`src/rtl/tdm_demux_8ch.sv`:
```
// 8-channel serial TDM demultiplexer: locks to a frame sync on slot 0, collects
// slots 1..7 and publishes a parallel frame, flywheeling over a few missing syncs.
module tdm_demux_8ch #(
  parameter int unsigned MISS_LIMIT = 2
) (
  input  logic       clk,
  input  logic       rst_n,
  input  logic       din,
  input  logic       en,
  input  logic       sync,
  output logic [7:0] y,
  output logic       frame_valid,
  output logic [2:0] slot,
  output logic       locked,
  output logic       sync_err
);

  // Counter just wide enough to hold MISS_LIMIT (0..7) without wrapping.
  localparam int unsigned MW = (MISS_LIMIT > 3) ? 3 : ((MISS_LIMIT > 1) ? 2 : 1);
  localparam logic [MW-1:0] MISS_MAX = MW'(MISS_LIMIT);

  typedef enum logic {
    HUNT   = 1'b0,
    LOCKED = 1'b1
  } state_t;

  state_t        state_q, state_d;
  logic [2:0]    slot_d;
  logic [MW-1:0] miss_q, miss_d;
  logic [6:0]    shadow_q, shadow_d;
  logic [7:0]    y_d;
  logic          fv_d;
  logic          err_d;

  always_ff @(posedge clk or negedge rst_n) begin
    if (!rst_n) begin
      state_q     <= HUNT;
      slot        <= '0;
      miss_q      <= '0;
      shadow_q    <= '0;
      y           <= '0;
      frame_valid <= 1'b0;
      sync_err    <= 1'b0;
    end else begin
      state_q     <= state_d;
      slot        <= slot_d;
      miss_q      <= miss_d;
      shadow_q    <= shadow_d;
      y           <= y_d;
      frame_valid <= fv_d;
      sync_err    <= err_d;
    end
  end

  always_comb begin
    state_d  = state_q;
    slot_d   = slot;
    miss_d   = miss_q;
    shadow_d = shadow_q;
    y_d      = y;
    fv_d     = 1'b0;
    err_d    = 1'b0;

    if (en) begin
      unique case (state_q)
        HUNT: begin
          slot_d = '0;
          if (sync) begin
            shadow_d[0] = din;
            slot_d      = 3'd1;
            miss_d      = '0;
            state_d     = LOCKED;
          end
        end

        LOCKED: begin
          if (sync) begin
            // A sync anywhere but slot 0 realigns; it outranks frame completion at slot 7.
            err_d       = (slot != 3'd0);
            shadow_d[0] = din;
            slot_d      = 3'd1;
            miss_d      = '0;
          end else if (slot == 3'd0) begin
            if (miss_q < MISS_MAX) begin
              miss_d      = miss_q + MW'(1);
              shadow_d[0] = din;
              slot_d      = 3'd1;
            end else begin
              err_d   = 1'b1;
              slot_d  = '0;
              state_d = HUNT;
            end
          end else if (slot == 3'd7) begin
            y_d    = {din, shadow_q};
            fv_d   = 1'b1;
            slot_d = '0;
          end else begin
            for (int unsigned i = 1; i < 7; i++) begin
              if (slot == 3'(i)) shadow_d[i] = din;
            end
            slot_d = slot + 3'd1;
          end
        end

        default: begin
          state_d = HUNT;
          slot_d  = '0;
        end
      endcase
    end
  end

  assign locked = (state_q == LOCKED);

endmodule

```
`config.mk`:
```
export PLATFORM = sky130hd
export DESIGN_NAME = tdm_demux_8ch
export DESIGN_NICKNAME = d
export VERILOG_FILES = /design/src/rtl/tdm_demux_8ch.sv
export SDC_FILE = /design/constraint.sdc
export NUM_CORES = 1
export LEC_CHECK = 0
export BUFFER_PORTS_ARGS = -buffer_cell sky130_fd_sc_hd__buf_2
export CAP_MARGIN = 30
export CORE_MARGIN = 2
export CORE_UTILIZATION = 29
export CTS_CLUSTER_SIZE = 28
export DETAILED_ROUTE_END_ITERATION = 16
export PLACE_DENSITY_LB_ADDON = 0.1
export SLEW_MARGIN = 40
export SYNTH_ARGS = -nofsm -noshare
export SYNTH_HDL_FRONTEND = slang
export SYNTH_SLANG_ARGS = --single-unit
```
`constraint.sdc`:
```
create_clock -name clk -period 2.1 [get_ports clk]
set_clock_uncertainty 0.15 [all_clocks]
set_input_delay 0.105 -clock clk [delete_from_list [all_inputs] [get_ports clk]]
set_output_delay 0.105 -clock clk [all_outputs]
set_load 0.03 [all_outputs]
```
==> run_summary.xml <==
<?xml version="1.0" encoding="UTF-8"?>
<metrics>
  <group name="status">
    <metric name="outcome" unit="">completed</metric>
  </group>
  <group name="cts">
    <metric name="cts.path.max_buffers" unit="">2</metric>
    <metric name="clock-root-buffer" unit="">sky130_fd_sc_hd__clkbuf_8</metric>
    <metric name="cts_setup_buffers" unit="">0</metric>
    <metric name="post_cts.resized_instances" unit="">0</metric>
    <metric name="tritoncts_clock_tree" unit="">built</metric>
    <metric name="numCtsBuffers" unit="">3</metric>
    <metric name="worstSkewPairLatency" unit="ns">0.27</metric>
    <metric name="clk_pin_slew" unit="ns">0.09</metric>
    <metric name="clock_tree_sinks" unit="">23</metric>
    <metric name="cts-htree-levels" unit="">1</metric>
    <metric name="cts_hold_buf" unit="">2</metric>
  </group>
  <group name="sta">
    <metric name="fin_crit" unit="ns">1.83</metric>
    <metric name="postLayoutSetupSlackWorst" unit="ns">0.271</metric>
    <metric name="rsz0062_at_grt" unit="">false</metric>
    <metric name="setup_viol" unit="">0</metric>
    <metric name="worstMarginPinSlew" unit="ns">0.533</metric>
    <metric name="worst_hold_slack" unit="ns">0.0370</metric>
    <metric name="max_slew_violation_total_from_the_final_report" unit="">0</metric>
    <metric name="max_slew_headroom" unit="%">64.5</metric>
    <metric name="post_route_fraction_of_the_period_consumed_by_the_critical_path" unit="%">87.1</metric>
    <metric name="achievable_freq" unit="MHz">547</metric>
    <metric name="final_hold_viol_count" unit="">0</metric>
    <metric name="setup-tns-final" unit="ns">0</metric>
  </group>
  <group name="placed_design">
    <metric name="gp_congestion" unit="">0.662</metric>
    <metric name="place_worst_setup_slack" unit="ns">0.274</metric>
    <metric name="dpl.hpwl" unit="um">1490</metric>
    <metric name="placedInstanceArea" unit="sq mm">0.00123</metric>
    <metric name="portBuffers" unit="">18</metric>
  </group>
  <group name="layout">
    <metric name="area_growth_from_synthesis_to_final_layout" unit="%">17.4</metric>
    <metric name="postLayoutCellArea" unit="sq mm">0.00130</metric>
    <metric name="final_layout_net_count" unit="">121</metric>
    <metric name="n_antenna_cell" unit="">0</metric>
    <metric name="layout-drive-gt1-share" unit="%">38.0</metric>
  </group>
  <group name="setup_path">
    <metric name="timing.critical_path.required" unit="ns">2.11</metric>
    <metric name="r2r_setup_slack" unit="ns">0.27</metric>
    <metric name="worstSetupEndpointType" unit="">flip-flop</metric>
    <metric name="worstPathMaxFanout" unit="">6</metric>
    <metric name="timing.critical_path.from_type" unit="">flip-flop</metric>
    <metric name="cp_bufs_invs" unit="">1</metric>
    <metric name="crit_path_max_incr_delay" unit="ns">0.43</metric>
    <metric name="r2r_start" unit="">slot[0]$_DFFE_PN0P_</metric>
    <metric name="crit_type" unit="">flip-flop to flip-flop</metric>
    <metric name="arrival_time_of_data_at_the_critical_path_endpoint" unit="ns">1.84</metric>
    <metric name="crit_path_cell_trace" unit="">inv_1 &gt; ha_1 &gt; and4bb_2 &gt; o21ai_0 &gt; mux2_2</metric>
    <metric name="crit_path_start" unit="">slot[0]$_DFFE_PN0P_</metric>
    <metric name="r2r-end" unit="">shadow_q[0]$_DFFE_PN0P_</metric>
    <metric name="critical_path.slowest_cell" unit="">sky130_fd_sc_hd__dfrtp_1</metric>
    <metric name="gate_family_responsible_for_the_most_delay_along_the_worst_path" unit="">flip-flops</metric>
    <metric name="reg2regPathDepth" unit="">5</metric>
  </group>
  <group name="min_path">
    <metric name="hold_end" unit="">miss_q[1]$_DFFE_PN0P_</metric>
    <metric name="min_delay_path_depth" unit="">2</metric>
    <metric name="hold_class" unit="">primary input to flip-flop</metric>
    <metric name="hold_path_startpoint" unit="">en</metric>
  </group>
  <group name="synth">
    <metric name="synth_seq_area_share" unit="%">51.9</metric>
    <metric name="synth_cell_type_count" unit="">27</metric>
    <metric name="avgSynthCellArea" unit="sq um">12.8</metric>
    <metric name="synthesis.area" unit="sq mm">0.00111</metric>
    <metric name="synth_fp_nets" unit="">99</metric>
    <metric name="postSynthRegisterBits" unit="">23</metric>
    <metric name="synth_cells" unit="">87</metric>
    <metric name="yosys_warnings" unit="">0</metric>
  </group>
  <group name="routing">
    <metric name="drc_errors" unit="">0</metric>
    <metric name="wire_per_inst" unit="um">13.2</metric>
    <metric name="ant_nets" unit="">0</metric>
    <metric name="detail_route.first_pass.iterations" unit="">4</metric>
    <metric name="vias_per_cell" unit="">4.79</metric>
    <metric name="routed_wl" unit="um">2070</metric>
    <metric name="route.vias.total" unit="">747</metric>
    <metric name="drt_iter0_drc" unit="">30</metric>
  </group>
  <group name="run">
    <metric name="maxCapViolCount" unit="">0</metric>
  </group>
  <group name="floorplanning">
    <metric name="starting_density_of_the_core" unit="%">30.3</metric>
    <metric name="floorplan.die.width" unit="um">65.9</metric>
    <metric name="die_height" unit="um">65.9</metric>
    <metric name="design.core.area" unit="sq mm">0.00366</metric>
    <metric name="rows" unit="">22</metric>
    <metric name="die_outline_area" unit="sq mm">0.00434</metric>
    <metric name="floorplan.io_pins" unit="">19</metric>
  </group>
  <group name="grt">
    <metric name="grt_max_degree" unit="">24</metric>
    <metric name="number_of_antenna_violations_at_the_first_check_in_global_routing" unit="">0</metric>
    <metric name="groute.usage.overall" unit="%">10.8</metric>
    <metric name="via_count_of_the_first_global_routing_pass" unit="">759</metric>
    <metric name="global_route_wire_length_before_repair" unit="um">3550</metric>
    <metric name="overflow" unit="">0</metric>
  </group>
  <group name="power_and_ir_drop">
    <metric name="cellPowerDensity" unit="mW/mm^2">1070</metric>
    <metric name="worst_ir_drop_vdd" unit="V">0.000429</metric>
    <metric name="power.static_leakage" unit="nW">0.650</metric>
  </group>
</metrics>
## logic make-up after synthesis
logic type | synth area share (%)
simple gates | 13.9
mux | 16.1
compound gates | 6.20
flops | 51.9
buf+inv | 4.06
fa+ha+maj | 7.89
## layer usage
layer / vias up / GRT usage, % / part of all wire, %
li1: 355 / - / -
met5: - / 0 / 0
met1: 371 / 14.3 / 48
met3: 4 / 2.04 / 3.5
met4: 0 / 5.47 / 2.2
met2: 17 / 16.8 / 46
## power breakdown
group,internal (mW),switching [mW],leakage (nW)
Combinational,0.202,0.285,0.324
Sequential,0.544,0.0869,0.303
Clock,0.134,0.147,0.0217
Total,0.880,0.519,0.650
## layout make-up
class | instances | area [sq um]
timing repair buffer | 20 | 110
multi-input combinational | 56 | 489
sequential | 23 | 576
inverter | 5 | 18.8
clock inverter | 1 | 7.51
clock buffer | 3 | 41.3
fill | 383 | 2360
tap | 48 | 60.1
## synth_stat cells
master	instances	share of area [%]
sky130_fd_sc_hd__o21ai_0	1	0.45
sky130_fd_sc_hd__mux2i_1	1	0.90
sky130_fd_sc_hd__nand2b_1	1	0.56
sky130_fd_sc_hd__clkbuf_1	1	0.34
sky130_fd_sc_hd__and3b_1	1	0.79
sky130_fd_sc_hd__o22ai_1	2	1.1
sky130_fd_sc_hd__and4bb_2	1	1.1
sky130_fd_sc_hd__a22o_2	1	0.90
sky130_fd_sc_hd__buf_6	2	2.0
sky130_fd_sc_hd__a41oi_1	1	0.79
sky130_fd_sc_hd__nand4_1	1	0.56
sky130_fd_sc_hd__and3_2	1	0.68
sky130_fd_sc_hd__mux2_2	15	15
sky130_fd_sc_hd__nor3b_1	1	0.68
sky130_fd_sc_hd__nand2_1	5	1.7
sky130_fd_sc_hd__nor2_1	2	0.68
sky130_fd_sc_hd__nor2b_1	2	1.1
sky130_fd_sc_hd__dfrtp_1	23	52
sky130_fd_sc_hd__a21oi_1	3	1.4
sky130_fd_sc_hd__ha_1	7	7.9
sky130_fd_sc_hd__nand3_1	3	1.4
sky130_fd_sc_hd__o221ai_1	1	0.79
sky130_fd_sc_hd__nand4b_1	3	2.4
sky130_fd_sc_hd__nand3_4	1	1.6
sky130_fd_sc_hd__nand3b_1	1	0.68
sky130_fd_sc_hd__inv_1	5	1.7
sky130_fd_sc_hd__o32ai_1	1	0.79
## layout by cell type, fill, tap and decap left out, types with 3 or more instances in the layout
master	count
sky130_fd_sc_hd__ha_1	7
sky130_fd_sc_hd__nand3_1	3
sky130_fd_sc_hd__mux2_2	15
sky130_fd_sc_hd__clkbuf_8	3
sky130_fd_sc_hd__inv_1	5
sky130_fd_sc_hd__a21oi_1	3
sky130_fd_sc_hd__nand2_1	5
sky130_fd_sc_hd__dfrtp_1	23
sky130_fd_sc_hd__nand4b_1	3
sky130_fd_sc_hd__buf_2	18
## worst max path at each step
stage / endpoint / slack, ns / depth (start not counted)
after floorplan: shadow_q[0]$_DFFE_PN0P_ / 0.17 / 5
after global placement: shadow_q[0]$_DFFE_PN0P_ / 0.32 / 5
after detailed placement: shadow_q[0]$_DFFE_PN0P_ / 0.27 / 5
after CTS: shadow_q[0]$_DFFE_PN0P_ / 0.26 / 5
after global routing: shadow_q[0]$_DFFE_PN0P_ / 0.16 / 5
final: shadow_q[0]$_DFFE_PN0P_ / 0.27 / 5
## through the flow
step	std cells	power, mW	util [%]
after floorplan	87	1.00	-
after global placement	150	1.13	33.7
after detailed placement	150	1.13	33.7
after CTS	156	1.42	35.6
after global routing	156	1.51	35.6
final	156	1.40	35.6
## registers in the layout, indices dropped and copies added (netlist names)
name         flops
y                8
shadow_q         7
frame_valid      1
miss_q           2
sync_err         1
locked           1
slot             3
Note: power is estimated with default switching activity, not from simulation.
